**src/rtl/fft_pkg.sv**
```systemverilog
// Shared definitions for the FFT stage sequencer.
//   LOG2N_DEF / PIPE_LAT_DEF : default point-count exponent and butterfly latency
//   N_DEF / HALF_N_DEF       : default point count and butterflies per stage
//   state_e                  : sequencer FSM states
package fft_pkg;

  localparam int unsigned LOG2N_DEF    = 4;
  localparam int unsigned PIPE_LAT_DEF = 2;
  localparam int unsigned N_DEF        = 1 << LOG2N_DEF;
  localparam int unsigned HALF_N_DEF   = N_DEF / 2;

  typedef enum logic [1:0] {
    ST_IDLE,
    ST_RUN,
    ST_DRAIN,
    ST_DONE
  } state_e;

endpackage

```
**src/rtl/fft_addr_gen.sv**
```systemverilog
// Radix-2 in-place butterfly address generator (purely combinational).
//   i_s  : stage index s
//   i_k  : butterfly index k within the stage
//   o_a  : top operand address  ((k>>s)<<(s+1)) | (k & (2^s-1))
//   o_b  : bottom operand address  a | (1<<s)
//   o_tw : twiddle ROM index  (k & (2^s-1)) << (LOG2N-1-s)
module fft_addr_gen #(
  parameter int unsigned LOG2N = 4
) (
  input  logic [LOG2N-1:0] i_s,
  input  logic [LOG2N-2:0] i_k,
  output logic [LOG2N-1:0] o_a,
  output logic [LOG2N-1:0] o_b,
  output logic [LOG2N-2:0] o_tw
);

  localparam int unsigned     TW_W = LOG2N - 1;
  localparam logic [LOG2N-1:0] ONE = LOG2N'(1);

  logic [LOG2N-1:0] k_ext;
  logic [LOG2N-1:0] mask;
  logic [LOG2N-1:0] low;
  logic [LOG2N-1:0] tw_sh;

  always_comb begin
    k_ext = {1'b0, i_k};
    mask  = (ONE << i_s) - ONE;
    low   = k_ext & mask;
    o_a   = ((k_ext >> i_s) << (i_s + ONE)) | low;
    o_b   = o_a | (ONE << i_s);
    tw_sh = LOG2N'(LOG2N - 1) - i_s;
    // low < 2^s, so the shifted value always fits in LOG2N-1 bits
    o_tw  = TW_W'(low << tw_sh);
  end

endmodule

```
**src/rtl/fft_stage_sequencer.sv**
```systemverilog
// Control sequencer for an N-point in-place radix-2 FFT.
// Issues N/2 operand-pair reads per stage, waits PIPE_LAT cycles for the
// butterfly pipeline to drain, and replays each read pair as a write pair
// exactly PIPE_LAT cycles later.
//   i_clk, i_rst             : clock, synchronous active-high reset
//   i_start                  : start request, accepted only in IDLE
//   o_busy, o_done           : high in RUN/DRAIN; one-cycle completion pulse
//   o_rd_en, o_rd_addr_a/b   : operand pair read strobe and addresses
//   o_tw_addr                : twiddle ROM index for the current read
//   o_wr_en, o_wr_addr_a/b   : result pair write strobe and addresses
//   o_stage                  : current stage (0 outside RUN/DRAIN)
module fft_stage_sequencer
  import fft_pkg::*;
#(
  parameter int unsigned LOG2N    = LOG2N_DEF,
  parameter int unsigned PIPE_LAT = PIPE_LAT_DEF
) (
  input  logic             i_clk,
  input  logic             i_rst,
  input  logic             i_start,
  output logic             o_busy,
  output logic             o_done,
  output logic             o_rd_en,
  output logic [LOG2N-1:0] o_rd_addr_a,
  output logic [LOG2N-1:0] o_rd_addr_b,
  output logic [LOG2N-2:0] o_tw_addr,
  output logic             o_wr_en,
  output logic [LOG2N-1:0] o_wr_addr_a,
  output logic [LOG2N-1:0] o_wr_addr_b,
  output logic [LOG2N-1:0] o_stage
);

  localparam logic [LOG2N-1:0] S_LAST     = LOG2N'(LOG2N - 1);
  localparam logic [3:0]       DRAIN_LAST = 4'(PIPE_LAT - 1);

  state_e           state_q, state_d;
  logic [LOG2N-1:0] s_q, s_d;
  logic [LOG2N-2:0] k_q, k_d;
  logic [3:0]       cnt_q, cnt_d;

  logic [PIPE_LAT-1:0]            dly_en_q, dly_en_d;
  logic [PIPE_LAT-1:0][LOG2N-1:0] dly_a_q, dly_a_d;
  logic [PIPE_LAT-1:0][LOG2N-1:0] dly_b_q, dly_b_d;

  logic [LOG2N-1:0] gen_a, gen_b;
  logic [LOG2N-2:0] gen_tw;

  fft_addr_gen #(.LOG2N(LOG2N)) u_addr_gen (
    .i_s  (s_q),
    .i_k  (k_q),
    .o_a  (gen_a),
    .o_b  (gen_b),
    .o_tw (gen_tw)
  );

  // State and counter registers
  always_ff @(posedge i_clk) begin
    if (i_rst) begin
      state_q <= ST_IDLE;
      s_q     <= '0;
      k_q     <= '0;
      cnt_q   <= '0;
    end else begin
      state_q <= state_d;
      s_q     <= s_d;
      k_q     <= k_d;
      cnt_q   <= cnt_d;
    end
  end

  // Next-state and counter update
  always_comb begin
    state_d = state_q;
    s_d     = s_q;
    k_d     = k_q;
    cnt_d   = cnt_q;
    unique case (state_q)
      ST_IDLE: begin
        if (i_start) begin
          state_d = ST_RUN;
          s_d     = '0;
          k_d     = '0;
        end
      end
      ST_RUN: begin
        k_d = k_q + 1'b1;
        if (k_q == '1) begin
          state_d = ST_DRAIN;
          k_d     = '0;
          cnt_d   = '0;
        end
      end
      ST_DRAIN: begin
        cnt_d = cnt_q + 4'd1;
        if (cnt_q == DRAIN_LAST) begin
          if (s_q == S_LAST) begin
            state_d = ST_DONE;
            s_d     = '0;
          end else begin
            state_d = ST_RUN;
            s_d     = s_q + 1'b1;
          end
        end
      end
      ST_DONE: state_d = ST_IDLE;
      default: state_d = ST_IDLE;
    endcase
  end

  // Outputs decoded from the current state
  always_comb begin
    o_busy      = 1'b0;
    o_done      = 1'b0;
    o_rd_en     = 1'b0;
    o_rd_addr_a = '0;
    o_rd_addr_b = '0;
    o_tw_addr   = '0;
    o_stage     = '0;
    unique case (state_q)
      ST_RUN: begin
        o_busy      = 1'b1;
        o_rd_en     = 1'b1;
        o_rd_addr_a = gen_a;
        o_rd_addr_b = gen_b;
        o_tw_addr   = gen_tw;
        o_stage     = s_q;
      end
      ST_DRAIN: begin
        o_busy  = 1'b1;
        o_stage = s_q;
      end
      ST_DONE: o_done = 1'b1;
      default: ;
    endcase
  end

  // Write-back delay line: slot 0 captures this cycle's read
  always_comb begin
    dly_en_d    = dly_en_q;
    dly_a_d     = dly_a_q;
    dly_b_d     = dly_b_q;
    dly_en_d[0] = o_rd_en;
    dly_a_d[0]  = o_rd_addr_a;
    dly_b_d[0]  = o_rd_addr_b;
    for (int unsigned i = 1; i < PIPE_LAT; i++) begin
      dly_en_d[i] = dly_en_q[i-1];
      dly_a_d[i]  = dly_a_q[i-1];
      dly_b_d[i]  = dly_b_q[i-1];
    end
  end

  always_ff @(posedge i_clk) begin
    if (i_rst) begin
      dly_en_q <= '0;
      dly_a_q  <= '0;
      dly_b_q  <= '0;
    end else begin
      dly_en_q <= dly_en_d;
      dly_a_q  <= dly_a_d;
      dly_b_q  <= dly_b_d;
    end
  end

  assign o_wr_en     = dly_en_q[PIPE_LAT-1];
  assign o_wr_addr_a = dly_a_q[PIPE_LAT-1];
  assign o_wr_addr_b = dly_b_q[PIPE_LAT-1];

endmodule
```
**config.mk**
```make
export PLATFORM = sky130hd
export DESIGN_NAME = fft_stage_sequencer
export DESIGN_NICKNAME = d
export VERILOG_FILES = /design/src/rtl/fft_pkg.sv /design/src/rtl/fft_addr_gen.sv /design/src/rtl/fft_stage_sequencer.sv
export SDC_FILE = /design/constraint.sdc
export NUM_CORES = 1
export LEC_CHECK = 0
export CORE_AREA = 2 2 61 63
export DETAILED_ROUTE_END_ITERATION = 6
export DIE_AREA = 0 0 63 65
export PLACE_DENSITY = 0.76
export SYNTH_ARGS = -nofsm -noshare
export SYNTH_HDL_FRONTEND = slang
export SYNTH_SLANG_ARGS = --single-unit
```
**constraint.sdc**
```tcl
create_clock -name i_clk -period 2.9 [get_ports i_clk]
set_clock_uncertainty 0.2 [all_clocks]
set_input_delay 0.725 -clock i_clk [delete_from_list [all_inputs] [get_ports i_clk]]
set_output_delay 0.725 -clock i_clk [all_outputs]
set_load 0.01 [all_outputs]
```
==> results of run 1 <==
[worst min path at each step]
stage | end | depth (start not counted)
CTS | o_wr_addr_a[3] | 1
global placement | dly_en_q[1] | 1
detailed placement | o_wr_addr_b[3] | 1
floorplan | dly_en_q[1] | 1
finish | o_wr_addr_a[3] | 1
global route | o_wr_addr_b[1] | 1
[where the power goes]
part	total (mW)	leakage, nW	switching, mW	internal [mW]
combinational	0.449	0.635	0.256	0.193
clock	0.342	0.0452	0.161	0.181
sequential	0.484	0.253	0.0256	0.459
total	1.28	0.933	0.442	0.833
[cells in the mapped netlist, types with 2 or more instances]
master,count,area share
a211oi_1,3,0.013
a21oi_1,6,0.017
a22oi_1,3,0.013
a31oi_1,3,0.011
a32oi_1,3,0.015
and2_1,5,0.018
and3_1,7,0.026
buf_2,8,0.023
buf_4,8,0.035
clkbuf_1,5,0.011
dfxtp_1,31,0.36
ha_1,11,0.080
inv_1,11,0.024
mux2i_1,3,0.017
nand2_1,12,0.026
nand2b_1,5,0.018
nand3_1,8,0.023
nor2_1,21,0.046
nor2b_1,14,0.051
nor3_1,4,0.012
nor3b_1,2,0.0087
o21ai_0,10,0.029
xnor2_1,2,0.010
xor2_1,2,0.010
[stage by stage]
| stage | hold slack, ns | cell area (um2) | worst slack [ns] | power [mW] | util |
|---|---|---|---|---|---|
| final | 0.245 | 2310 | 0.0799 | 1.28 | 0.661 |
| after global routing | 0.261 | 2310 | -0.0563 | 1.36 | 0.661 |
| after CTS | 0.248 | 2270 | 0.00760 | 1.27 | 0.650 |
| after detailed placement | 0.223 | 2110 | -0.107 | 0.923 | 0.602 |
| after global placement | 0.218 | 2110 | -0.0483 | 0.919 | 0.602 |
| after floorplan | 0.214 | 1720 | 0.219 | 0.776 | - |
[logic make-up (layout without fill, tap and decap cells)]
family                     count (synthesis)  after routing  share of synthesized area
and+or+nand+nor                           85             85                      0.265
AOI/OAI and AO/OA                         39             39                      0.155
buffers and inverters                     32             73                     0.0933
DFF                                       31             31                      0.362
adders and majority gates                 11             11                     0.0802
xor gates and xnor gates                   4              4                     0.0204
muxes                                      4              4                     0.0241
[worst register-to-register path, stage by stage, from the launching register on]
cell	delay, ns
dfxtp_4	0.39
ha_4	0.25
nor2b_4	0.13
mux2_2	0.27
a221oi_2	0.27
buf_4	0.15
buf_4	0.09
buf_4	0.09
nor2_1	0.03
[registers in the layout (all words and copies together), names as in the netlist]
signal and cells:
o_wr_addr_b 4, state_q 2, k_q 3, s_q 4, dly_b_d 4, cnt_q 4, dly_a_d 4, o_wr_addr_a 4
dly_en_q 2
[metal layers]
| layer | GRT usage | routed length, um | part of all wire |
|---|---|---|---|
| met5 | 0 | 0 | 0 |
| met4 | 0.0750 | 55 | 0.014 |
| met3 | 0.0486 | 158 | 0.040 |
| met2 | 0.327 | 1950 | 0.50 |
| met1 | 0.244 | 1780 | 0.45 |
[timing repair]
action / 4_1_cts / 5_1_grt
buffers inserted: 3 / 1
resized for setup: 34 / 24
pin swaps: 3 / 5
cloned: 0 / 0
endpoints found under the setup margin: 11 / 11
[area by class of cell]
type                            instances  area share
Clock buffer                            5      0.0162
Timing Repair Buffer                   54       0.196
Sequential cell                        31       0.272
Clock inverter                          3      0.0189
Tap cell                               48      0.0260
Inverter                               11      0.0179
Multi-Input combinational cell        143       0.453
==> run metrics, run 1 <==
area growth from synthesis to layout 34.7%; core footprint 3500 um2; Skew-Pair Late Insertion Delay 0.34 ns; Top Ports 30; async set-or-reset flop fraction in the synthesized netlist 0; vias in the first global route 1362; Worst R2R End dly_b_d[6]; Slew headroom 0.668; Mapped Area 1720 um2; clock-pin slew on the worst setup and hold paths 0.11 ns; most frequent cells in the layout dfxtp_1, buf_4, nor2_1, clkdlybuf4s50_1, nor2b_1; Routed Antenna Nets 0; non-filler cells, final 295; setup violators final 0; final wirelength 3.95 mm; status finished, final reports clean; Arr. time, crit path 1.90 ns; Post-synth top flop dfxtp_1; Die Height 65 um; r2r startpoint s_q[1]; Crit path max-delay family simple AND/OR/NAND/NOR gates; placed insts 283; pin count of the biggest net entering global routing 18; clk sink count 31; hold path start dly_a_d[7]; root buf cell clkbuf_4; Initial Utilization 0.491; DR pass1 iterations 4; Syn Nets 220; Critical Path End o_rd_addr_a[1]; Max clock buf depth 2; PD cells 551 nW/um2; Detailed Route Iter0 Violations 45; setup slack, reg-to-reg 0.92 ns; Synth cell types 43; CTS H-Tree Depth 2; Pleak 0.933 nW; Register-to-Register Path Depth 8; footprint of the multi-input gates 1050 um2; Cells after Synth 206; Max Cap Viol 0; Buf+Inv Stages, Crit Path 1; DR WL/cell 13.4 um; maximum clock frequency 355 MHz; floorplan row count 22; VDD IR max 0.275 mV; Critical Path Slowest Stage Cell dfxtp_2; final hold vios 0; Worst EP required 1.98 ns; antenna cell count 0; post-DR vias/cell 5.37; CP cell instances nor3_4, nand2_2, ha_4, nor2b_4, a31oi_4, nor2_1, dlygate4sd2_1; layout cell share with drive strength beyond 1 0.259; total grt overflow 0; biggest cell delay along the critical path 0.36 ns; Post-synth EDFFs 0; Final Max Tran Viols 0; Final min period 2.82 ns; Critical Path Source s_q[3]; die area 4100 um2; # fillers 295; first-pass GRT wire length 6.29 mm; commonest non-fill, non-tap cell in the layout dfxtp_1; Worst Path Max Fanout 3; IO Port Bufs 29; CTS buffer count 5; Critical Path Sink Type primary output; residual DRC count 0; crit share post-route 0.972; initial antenna violation count 0; syn avg cell area 8.33 um2; register area share after synthesis 0.362; die width 63 um; Synth Register Bits 31; total number of vias 1584; critical path class reg -> out; total negative slack 0 ns; # hold bufs at CTS 0; Crit path depth 7; Nets 260; CTS tree built; global-route usage over all layers 0.196; post-DP HPWL 2.73 mm; FF/Latch Area 629 um2; worst-margin pin slew 0.492 ns; RD Place Congestion 0.897; Ys Warns 0; Hold Crit Class reg -> reg; Worst Setup Start Kind flip-flop; RSZ-0062 raised after global routing yes
Power figures use the tool's default switching activity.
==> inputs of run 2 (changes only) <==
ABC_AREA = 0   (was unset)
==> results of run 2 <==
Same layout as run 1: the final DEF is identical, and so are final timing and power.
